==> src/rtl/ocra1_serialiser_pkg.sv <==
// Shared OCRA1 link definitions: AD5781 frame layout, register addresses and transmitter FSM states.
// Imported by the serialiser, its interface and anything that builds AD5781 frames.
package ocra1_serialiser_pkg;

  localparam int FRAME_W = 24;
  localparam int N_CH    = 4;
  localparam int BIT_W   = 5;
  localparam logic [BIT_W-1:0] BIT_MSB = 5'd23;

  localparam logic [2:0] ADDR_DAC     = 3'b001;
  localparam logic [2:0] ADDR_CTRL    = 3'b010;
  localparam logic [2:0] ADDR_CLRCODE = 3'b011;
  localparam logic [2:0] ADDR_SWCTRL  = 3'b100;

  typedef struct packed {
    logic        rw;
    logic [2:0]  addr;
    logic [19:0] data;
  } frame_t;

  // Lane 0 = x, 1 = y, 2 = z, 3 = z2.
  typedef logic [N_CH-1:0][FRAME_W-1:0] lanes_t;

  typedef enum logic [2:0] {
    ST_IDLE,
    ST_SETUP,
    ST_SHIFT,
    ST_HOLD,
    ST_GAP,
    ST_LDAC
  } state_t;

  function automatic frame_t ad5781_frame(input logic rw, input logic [2:0] addr,
                                          input logic [19:0] data);
    frame_t f;
    f.rw   = rw;
    f.addr = addr;
    f.data = data;
    return f;
  endfunction

  // Counter width able to hold 0..max_count-1, never narrower than one bit.
  function automatic int cnt_w(input int max_count);
    return (max_count > 1) ? $clog2(max_count) : 1;
  endfunction

endpackage

==> src/rtl/ocra1_serialiser_if.sv <==
// Frame-set handshake from the gradient-update logic plus the ocra1_* pin bundle.
// master = upstream/bench side, slave = serialiser side.
interface ocra1_serialiser_if;
  import ocra1_serialiser_pkg::*;

  frame_t datax;
  frame_t datay;
  frame_t dataz;
  frame_t dataz2;
  logic   ldac;
  logic   valid;
  logic   ready;
  logic   busy;
  logic   ocra1_clk;
  logic   ocra1_syncn;
  logic   ocra1_ldacn;
  logic   ocra1_sdox;
  logic   ocra1_sdoy;
  logic   ocra1_sdoz;
  logic   ocra1_sdoz2;

  modport master (
    output datax, datay, dataz, dataz2, ldac, valid,
    input  ready, busy, ocra1_clk, ocra1_syncn, ocra1_ldacn,
           ocra1_sdox, ocra1_sdoy, ocra1_sdoz, ocra1_sdoz2
  );

  modport slave (
    input  datax, datay, dataz, dataz2, ldac, valid,
    output ready, busy, ocra1_clk, ocra1_syncn, ocra1_ldacn,
           ocra1_sdox, ocra1_sdoy, ocra1_sdoz, ocra1_sdoz2
  );

endinterface

==> src/rtl/ocra1_serialiser_tick_gen.sv <==
// Half-period divider: tick high on the last cycle of every CLK_DIV-cycle slot; clear restarts the slot.
// Zero latency from counter to tick; no flow control.
module ocra1_serialiser_tick_gen
  import ocra1_serialiser_pkg::*;
#(
  parameter int CLK_DIV = 2
) (
  input  logic clk,
  input  logic rst,
  input  logic clear,
  output logic tick
);
  localparam int CW = cnt_w(CLK_DIV);
  localparam logic [CW-1:0] LAST = CW'(CLK_DIV - 1);

  logic [CW-1:0] cnt;

  assign tick = (cnt == LAST);

  always_ff @(posedge clk or posedge rst) begin
    if (rst) begin
      cnt <= '0;
    end else if (clear || tick) begin
      cnt <= '0;
    end else begin
      cnt <= cnt + 1'b1;
    end
  end

endmodule

==> src/rtl/ocra1_serialiser.sv <==
// OCRA1 transmitter: four AD5781 frames MSB-first on shared SCLK/SYNCn, then optional LDACn pulse.
// Ready again 1+52*CLK_DIV (+LDAC_W) cycles after accept; valid is ignored while busy (upstream holds it).
module ocra1_serialiser
  import ocra1_serialiser_pkg::*;
#(
  parameter int CLK_DIV = 2,
  parameter int LDAC_W  = 2
) (
  input  logic              clk,
  input  logic              rst,
  ocra1_serialiser_if.slave bus
);
  localparam int LW = cnt_w(LDAC_W);
  localparam logic [LW-1:0] LDAC_LAST = LW'(LDAC_W - 1);

  state_t          state, state_nxt;
  lanes_t          frm, frm_nxt;
  logic            ldac_q, ldac_nxt;
  logic            half, half_nxt;
  logic [BIT_W-1:0] bit_idx, bit_nxt;
  logic [LW-1:0]   lcnt, lcnt_nxt;
  logic            tick;
  logic            active;
  logic            ready_d, sclk_d, syncn_d, ldacn_d;
  logic [N_CH-1:0] sdo_d;

  // Every state entry restarts the divider so each phase begins on a slot boundary.
  ocra1_serialiser_tick_gen #(.CLK_DIV(CLK_DIV)) u_tick (
    .clk   (clk),
    .rst   (rst),
    .clear (state_nxt != state),
    .tick  (tick)
  );

  always_ff @(posedge clk or posedge rst) begin
    if (rst) begin
      state   <= ST_IDLE;
      frm     <= '0;
      ldac_q  <= 1'b0;
      half    <= 1'b0;
      bit_idx <= '0;
      lcnt    <= '0;
    end else begin
      state   <= state_nxt;
      frm     <= frm_nxt;
      ldac_q  <= ldac_nxt;
      half    <= half_nxt;
      bit_idx <= bit_nxt;
      lcnt    <= lcnt_nxt;
    end
  end

  always_comb begin
    state_nxt = state;
    frm_nxt   = frm;
    ldac_nxt  = ldac_q;
    half_nxt  = half;
    bit_nxt   = bit_idx;
    lcnt_nxt  = lcnt;
    unique case (state)
      ST_IDLE: begin
        if (bus.valid) begin
          state_nxt = ST_SETUP;
          frm_nxt   = {bus.dataz2, bus.dataz, bus.datay, bus.datax};
          ldac_nxt  = bus.ldac;
          bit_nxt   = BIT_MSB;
        end
      end
      ST_SETUP: begin
        if (tick) state_nxt = ST_SHIFT;
      end
      ST_SHIFT: begin
        // half=0: SCLK high slot, half=1: SCLK low slot; bit advances at the end of the low slot.
        if (tick) begin
          half_nxt = ~half;
          if (half) begin
            if (bit_idx == '0) state_nxt = ST_HOLD;
            else               bit_nxt   = bit_idx - 1'b1;
          end
        end
      end
      ST_HOLD: begin
        if (tick) state_nxt = ST_GAP;
      end
      ST_GAP: begin
        if (tick) begin
          half_nxt = ~half;
          if (half) state_nxt = ldac_q ? ST_LDAC : ST_IDLE;
        end
      end
      ST_LDAC: begin
        if (lcnt == LDAC_LAST) state_nxt = ST_IDLE;
        else                   lcnt_nxt  = lcnt + 1'b1;
      end
      default: state_nxt = ST_IDLE;
    endcase
    if (state_nxt != state) begin
      half_nxt = 1'b0;
      lcnt_nxt = '0;
    end
  end

  // Pin values are decoded from next-state and registered, so pins line up with the state they describe.
  always_comb begin
    active  = state_nxt inside {ST_SETUP, ST_SHIFT, ST_HOLD};
    ready_d = (state_nxt == ST_IDLE);
    syncn_d = ~active;
    sclk_d  = (state_nxt == ST_SHIFT) && !half_nxt;
    ldacn_d = (state_nxt != ST_LDAC);
    sdo_d   = '0;
    for (int c = 0; c < N_CH; c++) begin
      sdo_d[c] = active & frm_nxt[c][bit_nxt];
    end
  end

  always_ff @(posedge clk or posedge rst) begin
    if (rst) begin
      bus.ready       <= 1'b1;
      bus.busy        <= 1'b0;
      bus.ocra1_clk   <= 1'b0;
      bus.ocra1_syncn <= 1'b1;
      bus.ocra1_ldacn <= 1'b1;
      bus.ocra1_sdox  <= 1'b0;
      bus.ocra1_sdoy  <= 1'b0;
      bus.ocra1_sdoz  <= 1'b0;
      bus.ocra1_sdoz2 <= 1'b0;
    end else begin
      bus.ready       <= ready_d;
      bus.busy        <= ~ready_d;
      bus.ocra1_clk   <= sclk_d;
      bus.ocra1_syncn <= syncn_d;
      bus.ocra1_ldacn <= ldacn_d;
      bus.ocra1_sdox  <= sdo_d[0];
      bus.ocra1_sdoy  <= sdo_d[1];
      bus.ocra1_sdoz  <= sdo_d[2];
      bus.ocra1_sdoz2 <= sdo_d[3];
    end
  end

endmodule

==> src/flat_wrapper.sv <==
// flat-port wrapper written by rule: the top's interface ports become plain ports
module ocra1_serialiser_flat import ocra1_serialiser_pkg::*;
#(
  parameter int CLK_DIV = 2,
  parameter int LDAC_W  = 2
)
  (clk, rst, bus_datax, bus_datay, bus_dataz, bus_dataz2, bus_ldac, bus_valid, bus_ready, bus_busy, bus_ocra1_clk, bus_ocra1_syncn, bus_ocra1_ldacn, bus_ocra1_sdox, bus_ocra1_sdoy, bus_ocra1_sdoz, bus_ocra1_sdoz2);
  ocra1_serialiser_if bus_i ();
  input  logic clk;
  input  logic rst;
  input wire logic [$bits(bus_i.datax)-1:0] bus_datax;
  input wire logic [$bits(bus_i.datay)-1:0] bus_datay;
  input wire logic [$bits(bus_i.dataz)-1:0] bus_dataz;
  input wire logic [$bits(bus_i.dataz2)-1:0] bus_dataz2;
  input wire logic [$bits(bus_i.ldac)-1:0] bus_ldac;
  input wire logic [$bits(bus_i.valid)-1:0] bus_valid;
  output wire logic [$bits(bus_i.ready)-1:0] bus_ready;
  output wire logic [$bits(bus_i.busy)-1:0] bus_busy;
  output wire logic [$bits(bus_i.ocra1_clk)-1:0] bus_ocra1_clk;
  output wire logic [$bits(bus_i.ocra1_syncn)-1:0] bus_ocra1_syncn;
  output wire logic [$bits(bus_i.ocra1_ldacn)-1:0] bus_ocra1_ldacn;
  output wire logic [$bits(bus_i.ocra1_sdox)-1:0] bus_ocra1_sdox;
  output wire logic [$bits(bus_i.ocra1_sdoy)-1:0] bus_ocra1_sdoy;
  output wire logic [$bits(bus_i.ocra1_sdoz)-1:0] bus_ocra1_sdoz;
  output wire logic [$bits(bus_i.ocra1_sdoz2)-1:0] bus_ocra1_sdoz2;
  assign bus_i.datax = bus_datax;
  assign bus_i.datay = bus_datay;
  assign bus_i.dataz = bus_dataz;
  assign bus_i.dataz2 = bus_dataz2;
  assign bus_i.ldac = bus_ldac;
  assign bus_i.valid = bus_valid;
  assign bus_ready = bus_i.ready;
  assign bus_busy = bus_i.busy;
  assign bus_ocra1_clk = bus_i.ocra1_clk;
  assign bus_ocra1_syncn = bus_i.ocra1_syncn;
  assign bus_ocra1_ldacn = bus_i.ocra1_ldacn;
  assign bus_ocra1_sdox = bus_i.ocra1_sdox;
  assign bus_ocra1_sdoy = bus_i.ocra1_sdoy;
  assign bus_ocra1_sdoz = bus_i.ocra1_sdoz;
  assign bus_ocra1_sdoz2 = bus_i.ocra1_sdoz2;
  ocra1_serialiser #(.CLK_DIV(CLK_DIV), .LDAC_W(LDAC_W)) u_core (.clk(clk), .rst(rst), .bus(bus_i));
endmodule
==> config.mk <==
export PLATFORM = sky130hd
export DESIGN_NAME = ocra1_serialiser_flat
export DESIGN_NICKNAME = d
export VERILOG_FILES = /design/src/rtl/ocra1_serialiser_pkg.sv /design/src/rtl/ocra1_serialiser_if.sv /design/src/rtl/ocra1_serialiser_tick_gen.sv /design/src/rtl/ocra1_serialiser.sv /design/src/flat_wrapper.sv
export SDC_FILE = /design/constraint.sdc
export NUM_CORES = 1
export LEC_CHECK = 0
export BUFFER_PORTS_ARGS = -buffer_cell sky130_fd_sc_hd__buf_2
export CAP_MARGIN = 0
export CORE_ASPECT_RATIO = 1.5
export CORE_UTILIZATION = 30
export DETAILED_ROUTE_END_ITERATION = 10
export GPL_TIMING_DRIVEN = 0
export PLACE_DENSITY_LB_ADDON = 0.2
export SLEW_MARGIN = 20
export SYNTH_ARGS = -nofsm -noshare
export SYNTH_HDL_FRONTEND = slang
export SYNTH_HIERARCHICAL = 1
export SYNTH_SLANG_ARGS = --single-unit
==> constraint.sdc <==
create_clock -name clk -period 7.4 [get_ports clk]
set_input_delay 0.74 -clock clk [delete_from_list [all_inputs] [get_ports clk]]
set_output_delay 0.74 -clock clk [all_outputs]
set_load 0.01 [all_outputs]
==> results.cfg <==
[die]
die_h_um = 169.3
core_um2 = 18090
initial_utilization_pct = 30.93
die_area_um2 = 19220
pin_count = 109
die_w_um = 113.5
num_rows = 60

[sta]
worst_pin_slew_ps = 747.8
hold_ws_ps = 197.1
slew_viol_final = 0
fmax_ghz = 0.3018
slew_headroom_pct = 49.76
finalSetupTns_ps = 0
rsz0062_at_grt = no
finalHoldViolCount = 0
setup_viol = 0
min_period_over_period_pct = 44.78
finalCriticalPeriod_ps = 3313
finClkSkew_ps = 6.166

[yosys]
synth-edff-count = 0
netlist_instances = 670
ys.flop_type = dfrtp_1
syn_avg_cell_area_um2 = 8.353
seq_area_frac_synth_pct = 52.38
ys_warn_count = 6
ys_ff_latch = 117
synth_area_um2 = 5597
synth_nets = 771
synthArstFlopShare_pct = 100.0
ys_types = 64

[finish]
fill_cells = 1909
fin_nets = 899
ff_latch_area_um2 = 2932
multiInputGateArea_um2 = 2432
drive_gt1_share_pct = 21.85
final_cell_area_um2 = 7091
syn2layout_area_growth_pct = 26.69
n_antenna_cell = 0

[drt]
wl_per_cell_um = 16.74
vias_per_cell = 4.727
drtIter0Drc = 281
ant_nets = 0
drt_first_pass_iters = 7
wl_um = 17710
vias = 5001
drc = 0

[global_routing]
grt_max_degree = 78
antenna_found_initial = 0
grt_pass1_wl_um = 27570
grt-ovfl-total = 0
grt_pass1_vias = 4997
grt.total_usage_pct = 19.46

[clocking]
clock-sinks = 117
ctsHoldBuffers = 0
clockBufferDepth = 2
cts_buffers = 17
clk_latency_ps = 410
cts-htree-levels = 4
cts_tree = done
root_buffer = clkbuf_16
post-cts-setup-buffers = 0
ctsResizeCount = 0
clk_pin_slew_ps = 50

[place]
dp_hpwl_um = 13100
place_congestion = 0.7835
placed_area_um2 = 6480
port_buffers = 108

[setup_path]
cp_top_family = simple AND/OR/NAND/NOR gates
critPathCaptureType = register
critPathMaxFanout = 10
cp_slowest_cell = or4b_4
critPathArrivalTime_ps = 3640
crit_chain = inv_1 -> ha_1 -> or4b_4 -> nand3_1 -> o211ai_2 -> inv_2 -> clkbuf_1 -> o21ai_0 -> o32ai_1 -> o22ai_1 -> and4b_1
start_kind = register
cp_slowest_stage_delay_ps = 520
setup.worst_path.class = reg2reg
cp.depth = 11
cp.required_ps = 7730
ff2ff_path_depth = 11
path_buf_inv = 3

[run_status]
status = completed

[power_and_ir_drop]
power.clock.fraction_pct = 24.8
p_per_area_nw_per_um2 = 483.2
p_leak_nw = 3.594
seqPwrFrac_pct = 31.4
p_comb_share_pct = 43.8
sw_frac_of_total_pct = 40.81
internal_power_mw = 2.028
power_switching_mw = 1.398
vdd_ir_drop_max_mv = 0.1893

[flow_run]
drv_cap = 0

[min_path]
hold_path.class = in2async
[path summary, 6_finish.rpt]
path / startpoint / endpoint / slack (ps)
worst max-delay path: u_core/bit_idx[0] / u_core/bus.ocra1_sdoz / 4090
worst min-delay path: rst / u_core/u_tick/tick / 200
worst max register to register: u_core/bit_idx[0] / u_core/bus.ocra1_sdoz / 4090
worst min register to register: u_core/frm[47] / u_core/frm[47] / 460
max in group asynchronous: rst / u_core/frm[17] / 6350
min in group clk: u_core/frm[47] / u_core/frm[47] / 460
[area by class of cell]
cell class	instances	share of cell area, %
Sequential cell	117	41.34
Multi-Input combinational cell	501	34.30
Timing Repair Buffer	109	8.011
Clock buffer	23	6.882
Tap cell	248	4.376
Buffer	40	2.612
Clock inverter	8	1.729
Inverter	12	0.7411
[sequential cells by signal, indices dropped and copies added, names as in the netlist]
register,cells
u_core/frm,96
u_core/bit_idx,5
u_core/state,3
u_core/bus.busy,1
u_core/bus.ocra1_clk,1
u_core/bus.ocra1_ldacn,1
u_core/bus.ocra1_sdox,1
u_core/bus.ocra1_sdoy,1
u_core/bus.ocra1_sdoz,1
u_core/bus.ocra1_sdoz2,1
u_core/bus.ocra1_syncn,1
u_core/bus.ready,1
u_core/half,1
u_core/lcnt,1
u_core/ldac_q,1
u_core/u_tick/tick,1
[per-layer routing]
layer  up-vias  wire length, µm  GRT usage (%)  share of wire (%)
li1       2472                -              -                  -
met1      2384             7602          24.09                 43
met2       121             8954          33.35                 51
met3        24              689          3.000                3.9
met4         0              465          8.410                2.6
met5         -                0              0                  0
[power groups by stage]
stage	combinational, mW	sequential [mW]	clock [mW]
CTS	1.50	1.08	0.867
detailed placement	1.49	1.09	0
finish	1.50	1.08	0.849
global route	1.66	1.11	0.895
floorplan	1.02	1.05	0
global placement	1.48	1.08	0
[through the flow]
step	setup WS (ps)	cells	util, %	total power, mW
4_1_cts	4077	1058	39.19	3.447
6_report	4087	1058	39.19	3.427
2_1_floorplan	3593	670	-	2.074
3_5_place_dp	3990	1027	35.82	2.578
3_3_place_gp	2009	1026	35.64	2.557
5_1_grt	3956	1058	39.19	3.669
[logic make-up after synthesis]
group | after synthesis | share of synthesized area, %
XOR/XNOR | 3 | 0.4696
flip-flops | 117 | 52.38
multiplexers | 11 | 2.168
adder cells (fa/ha/maj) | 1 | 0.2235
AO/OA/AOI/OAI | 98 | 12.07
buffers and inverters | 52 | 4.158
AND/OR/NAND/NOR | 388 | 28.53
[cells in the final DEF (no fill, tap or decap), drive strengths merged, types with 6 or more instances in the layout]
cell,synthesis,final
clkbuf,15,38
nor2,45,45
mux2,6,6
o22a,8,8
nand2,301,301
nand3,8,8
o21ai,35,35
buf,25,134
a21oi,9,9
dfrtp,114,114
inv,12,12
o221ai,6,6
o22ai,8,8
[cell usage after synthesis, drive strengths merged, types with 6 or more instances]
cell    count  area, µm²
o21ai      35      175.2
clkbuf     15      56.30
dfrtp     114       2853
o221ai      6      52.55
o22ai       8      50.05
mux2        6      71.31
buf        25      128.9
nand2     301       1130
a21oi       9      45.04
o22a        8      70.07
nor2       45      168.9
nand3       8      45.04
inv        12      47.55
No activity file was read; power rests on OpenSTA's default activity.
